[src/rtl/dw_data_sync_mc.sv]
// dw_data_sync_mc: multi-channel toggle-based data receiver for the
// destination clock domain. Each channel's toggle is synchronised, its data
// captured into a holding register, and the captured words are presented
// one at a time on a valid/ready port, serviced round-robin.
// Optional feature: define DW_DATA_SYNC_MC_OVR_EN to enable sticky per-channel
// overrun flags on ovr_d (cleared via clr_ovr_d); otherwise ovr_d is tied to 0.
module dw_data_sync_mc #(
  parameter int width       = 8,
  parameter int chans       = 4,
  parameter int f_sync_type = 2,
  localparam int chan_w     = (chans > 1) ? $clog2(chans) : 1
) (
  input  logic                     clk_d,
  input  logic                     rst_d,
  input  logic                     init_d_n,
  input  logic [chans-1:0]         toggle_s,
  input  logic [chans*width-1:0]   data_s,
  input  logic                     ready_d,
  input  logic [chans-1:0]         clr_ovr_d,
  output logic                     valid_d,
  output logic [chan_w-1:0]        chan_d,
  output logic [width-1:0]         data_d,
  output logic [chans-1:0]         pend_d,
  output logic [chans-1:0]         ovr_d
);

  logic [chans-1:0]  sync_q [f_sync_type];
  logic [chans-1:0]  tsync;
  logic [chans-1:0]  tprev;
  logic [chans-1:0]  evt;
  logic [chans-1:0]  pend;
  logic [width-1:0]  hold [chans];
  logic [chan_w-1:0] last_grant;
  logic [chan_w-1:0] gnt;
  logic              gnt_vld;
  logic              load;
  logic [chans-1:0]  take_oh;
  logic [chans-1:0]  ovr_set;

  assign tsync   = sync_q[f_sync_type-1];
  assign evt     = tsync ^ tprev;
  assign load    = !valid_d || ready_d;
  assign ovr_set = evt & pend & ~take_oh;
  assign pend_d  = pend;

  // Toggle synchroniser chains; cleared only by the hard reset.
  always_ff @(posedge clk_d or posedge rst_d) begin
    if (rst_d) begin
      for (int s = 0; s < f_sync_type; s++) sync_q[s] <= '0;
    end else begin
      sync_q[0] <= toggle_s;
      for (int s = 1; s < f_sync_type; s++) sync_q[s] <= sync_q[s-1];
    end
  end

  // Round-robin search for the first pending channel after last_grant.
  always_comb begin
    gnt_vld = 1'b0;
    gnt     = '0;
    take_oh = '0;
    for (int k = 1; k <= chans; k++) begin
      if (!gnt_vld && pend[(int'(last_grant) + k) % chans]) begin
        gnt_vld = 1'b1;
        gnt     = chan_w'((int'(last_grant) + k) % chans);
      end
    end
    if (load && gnt_vld) take_oh[gnt] = 1'b1;
  end

  // Event capture, pending flags and output register.
  always_ff @(posedge clk_d or posedge rst_d) begin
    if (rst_d) begin
      tprev      <= '0;
      pend       <= '0;
      valid_d    <= 1'b0;
      chan_d     <= '0;
      data_d     <= '0;
      last_grant <= chan_w'(chans - 1);
      for (int i = 0; i < chans; i++) hold[i] <= '0;
    end else if (!init_d_n) begin
      // Absorb the current toggle levels so no stale event fires afterwards.
      tprev      <= tsync;
      pend       <= '0;
      valid_d    <= 1'b0;
      last_grant <= chan_w'(chans - 1);
    end else begin
      tprev <= tsync;
      // A granted channel with a same-cycle event stays pending with new data.
      pend  <= (pend & ~take_oh) | evt;
      for (int i = 0; i < chans; i++) begin
        if (evt[i]) hold[i] <= data_s[i*width +: width];
      end
      if (load) begin
        if (gnt_vld) begin
          valid_d    <= 1'b1;
          chan_d     <= gnt;
          data_d     <= hold[gnt];
          last_grant <= gnt;
        end else begin
          valid_d <= 1'b0;
        end
      end
    end
  end

`ifdef DW_DATA_SYNC_MC_OVR_EN
  logic [chans-1:0] ovr;

  // Sticky overrun flags; a new overrun wins over a simultaneous clear.
  always_ff @(posedge clk_d or posedge rst_d) begin
    if (rst_d) begin
      ovr <= '0;
    end else if (!init_d_n) begin
      ovr <= '0;
    end else begin
      ovr <= ovr_set | (ovr & ~clr_ovr_d);
    end
  end

  assign ovr_d = ovr;
`else
  logic unused_ovr;
  assign unused_ovr = ^{clr_ovr_d, ovr_set};
  assign ovr_d      = '0;
`endif

endmodule

[config.mk]
export PLATFORM = sky130hd
export DESIGN_NAME = dw_data_sync_mc
export DESIGN_NICKNAME = d
export VERILOG_FILES = /design/src/rtl/dw_data_sync_mc.sv
export SDC_FILE = /design/constraint.sdc
export NUM_CORES = 1
export LEC_CHECK = 0
export CAP_MARGIN = 20
export CORE_MARGIN = 2
export CORE_UTILIZATION = 45
export CTS_BUF_LIST = sky130_fd_sc_hd__clkbuf_4
export CTS_CLUSTER_DIAMETER = 60
export DETAILED_ROUTE_END_ITERATION = 6
export PLACE_DENSITY = 0.84
export REMOVE_ABC_BUFFERS = 1
export SETUP_SLACK_MARGIN = 0.15
export SLEW_MARGIN = 10
export SYNTH_ARGS = -nofsm -noshare
export SYNTH_HDL_FRONTEND = slang
export SYNTH_SLANG_ARGS = --single-unit
[constraint.sdc]
create_clock -name clk_d -period 2.4 [get_ports clk_d]
set_clock_uncertainty 0.1 [all_clocks]
set_input_delay 0.24 -clock clk_d [delete_from_list [all_inputs] [get_ports clk_d]]
set_output_delay 0.24 -clock clk_d [all_outputs]
set_load 0.005 [all_outputs]
==> results list <==
* Global-route congestion overflow total: 0
- Entering global routing, the biggest net connects 62 pins.
- Sum of negative setup slack: 0 ns
- Clock tree synthesis selected as its root buffer the cell sky130_fd_sc_hd__clkbuf_4.
* Inserted Clock Buffers: 9
* Cells after Synth: 205
- Max-cap violations in this run came to 0.
- Each instance of the synthesized netlist takes up on average 12.85 um^2.
- Overall Power: 2951 uW
- Post-DRT Antenna Nets: 0
* Run status: finished clean
* Final setup violation count: 0
- For this block, the initial DRC count from the detailed router was 217.
- Met2 track demand over resource: 27.83%
- The total area inside the core boundary comes to 5574 um^2.
* Total routed wirelength: 5.282 mm
* Final-layout fill cell count: 459
* Vias: 1810
- In this run the post-CTS setup repair buffer count came out at 0.
- Compared with the post-synthesis result, the final layout area differs by 28.11%.
- Static leakage: 0.001442 uW
- In the synthesized netlist the async set-or-reset flop fraction comes to 100.0%.
- PostCTS Resize Cnt: 0
* Flop and latch count out of synthesis: 61
- The first global-routing pass estimated 8.928 mm of wire.
* CP Cell Sequence: nor2b_2 > o21a_1 > nor3_4 > buf_4 > o311ai_1 > nand2_1
- In this run the vertical extent of the chip is 80.52 um.
- Critical path startpoint category: flop
- CTS built an H-tree with a depth of 3.
- During I/O placement, the number of pins put on the boundary was 63.
- Of all nets on the critical path, the largest fanout is 9.
* Hold violation total from the final report: 0
- Mapped cell area: 2635 um^2
- Worst-case setup margin in the final layout: 0.3452 ns
- Synth warn: 0
- STA puts the critical path data arrival time at 2.23 ns.
- The die covers 6483 um^2.
- The clock passes through at most 2 buffers.
* PwrDens: 874.2 nW/um^2
- Proportion of synthesized chip area in sequential cells: 58.02%
- Port Buf Inserts: 54
- The pre-antenna-repair detailed-routing pass consisted of 4 iterations.
- After detailed placement, the design holds a cell count of 326.
- Hold Worst Slack: 0.09370 ns
- Setup repair after global routing missed its margin: false
* Worst slack after detailed placement: 0.3870 ns
- In the routed layout, each cell is associated on average with a via count of 5.292.
- Once detailed placement completed, the half-perimeter wirelength came to 3.714 mm.
* Yosys top cell area share: 56.03%
- The later pin in the worst-skew pair is clocked with a latency of 0.41 ns.
- In this run, post-CTS hold repair placed 0 buffers.
- The tightest min-delay check is of the in2async type.
* Critical path class: reg2reg
- Excluding fillers, the count of instances in the completed layout stands at 342.
* GRT met3 Usage: 7.753%
* Most instantiated library cell after synthesis: sky130_fd_sc_hd__dfrtp_1
- Inserted Diodes: 0
- Critical-path top delay cell: sky130_fd_sc_hd__dfrtp_1
- Top cells by area, synth: sky130_fd_sc_hd__dfrtp_1 (56%), sky130_fd_sc_hd__mux2_2 (14%), sky130_fd_sc_hd__nand2_1 (3.3%)
- Vias in the first global route: 1841
- At the pin with the least slew margin, the transition time is 0.5835 ns.
- EDFF count, synth: 0
- For this design, the sink count on the clock tree is 61.
- Clock-pin slew was measured on the worst setup and hold paths at 0.10 ns.
- The count of final max-slew check failures was 0.
- Overall Global Routing Usage: 18.81%
- The congestion estimate from routability-driven global placement came to 0.8720.
* Library cell with the largest summed area after synthesis: sky130_fd_sc_hd__dfrtp_1
- TritonCTS built the clock tree.
- Post-route DRC violation count: 0
- The worst setup path is captured at a flop.
- Worst stage delay on the critical path: 0.47 ns
- Number of core rows: 27
- Data required, critical path: 2.57 ns
- In this run the most used layer during global routing was met2.
* Predominant post-synthesis flop cell: sky130_fd_sc_hd__dfrtp_1
- For this configuration, the core starts out at a cell density of 47.27%.
- Across the VDD grid, the largest voltage drop is 0.5355 mV.
* Die extent in x: 80.52 um
- Max transition margin: 60.84%
* Routing usage on met1: 25.37%
- Initial antenna violation count: 0
* Detail-routed net length per standard cell: 15.44 um
* Share of layout cells above drive strength 1: 21.48%
- Number of different library cells in the post-synthesis netlist: 31
- Final cycle utilization of the critical path: 85.61%
- The clock period could shrink to 2.055 ns.
- Max Fclk: 486.7 MHz
- After the last flow step, the layout net total stands at 309.
- In the synthesized netlist, the cells that appear most often are sky130_fd_sc_hd__dfrtp_1 (59), sky130_fd_sc_hd__mux2_2 (32), sky130_fd_sc_hd__nand2_1 (23), sky130_fd_sc_hd__o211ai_1 (10).
[layout make-up]
class,instances,area (um^2),share of cell area (%)
flip-flops and latches,61,1529,45.29
clock inverters,6,55.05,1.631
clock buffers,10,75.07,2.224
well taps,72,90.09,2.669
repair buffers,59,590.6,17.49
multi-input cells,132,1028,30.47
inverters,2,7.507,0.2224
[power breakdown]
group          leakage (uW)  total [uW]  switching, uW  internal [uW]
Sequential         0.000723        1390            142           1250
Combinational      0.000648         887            390            497
Clock             0.0000712         677            358            319
[layout by cell type (no fill, tap or decap), types with 2 or more instances in the layout]
cell / instances
sky130_fd_sc_hd__o211ai_1: 10
sky130_fd_sc_hd__o21a_1: 2
sky130_fd_sc_hd__clkbuf_4: 10
sky130_fd_sc_hd__nand2b_1: 3
sky130_fd_sc_hd__nand4_1: 8
sky130_fd_sc_hd__clkdlybuf4s50_1: 54
sky130_fd_sc_hd__o21ai_1: 4
sky130_fd_sc_hd__buf_4: 4
sky130_fd_sc_hd__o31ai_1: 8
sky130_fd_sc_hd__mux2_2: 32
sky130_fd_sc_hd__dfstp_2: 2
sky130_fd_sc_hd__o311ai_1: 4
sky130_fd_sc_hd__nand2_1: 23
sky130_fd_sc_hd__clkinv_2: 2
sky130_fd_sc_hd__clkinv_1: 2
sky130_fd_sc_hd__xor2_1: 4
sky130_fd_sc_hd__dfrtp_1: 59
sky130_fd_sc_hd__a211o_1: 8
sky130_fd_sc_hd__nand3_1: 2
sky130_fd_sc_hd__mux2i_1: 8
sky130_fd_sc_hd__nor2_1: 2
sky130_fd_sc_hd__nor3_4: 2
sky130_fd_sc_hd__conb_1: 4
[kinds of logic after synthesis]
group,Yosys count,share of synthesized area [%]
multiplexers,40,16.71
AO/OA/AOI/OAI,41,11.82
buffers and inverters,15,3.372
other,1,0.1423
AND/OR/NAND/NOR,43,8.595
XOR/XNOR,4,1.329
flip-flops,61,58.02
[per-stage QoR]
step / cell area [um^2] / util (%)
floorplan: 2565 / -
global placement: 3246 / 58.23
detailed placement: 3246 / 58.23
CTS: 3376 / 60.56
global route: 3376 / 60.56
finish: 3376 / 60.56
[flip-flops by register name (all words and copies together), names as in the netlist]
register / cells
hold: 32
valid_d: 1
chan_d: 2
tsync: 4
pend_d: 4
sync_q: 4
last_grant: 2
tprev: 4
data_d: 8
[layer usage]
metal / up-vias / wire, um / part of all wire (%)
met5: - / 0 / 0
met4: 0 / 74 / 1.4
met3: 8 / 394 / 7.5
met2: 65 / 2467 / 47
met1: 868 / 2346 / 44
li1: 869 / - / -
[critical path: cells and delay by family (launching register included)]
family / cells / cell delay, ns
AND/OR/NAND/NOR: 3 / 0.42
AO/OA/AOI/OAI: 2 / 0.74
flip-flops: 1 / 0.47
buffers and inverters: 1 / 0.19
[final timing paths]
kind	endpoint	start	slack [ns]	cells after the start
max	pend_d[3]	pend_d[3]	0.35	6
min	tprev[3]	rst_d	0.09	3
max reg2reg	pend_d[3]	pend_d[3]	0.35	6
min reg2reg	tsync[0]	sync_q[4]	0.25	0
max in group asynchronous	last_grant[1]	rst_d	1.79	3
min in group clk_d	sync_q[5]	toggle_s[1]	0.16	1
Note: power is estimated with default switching activity, not from simulation.
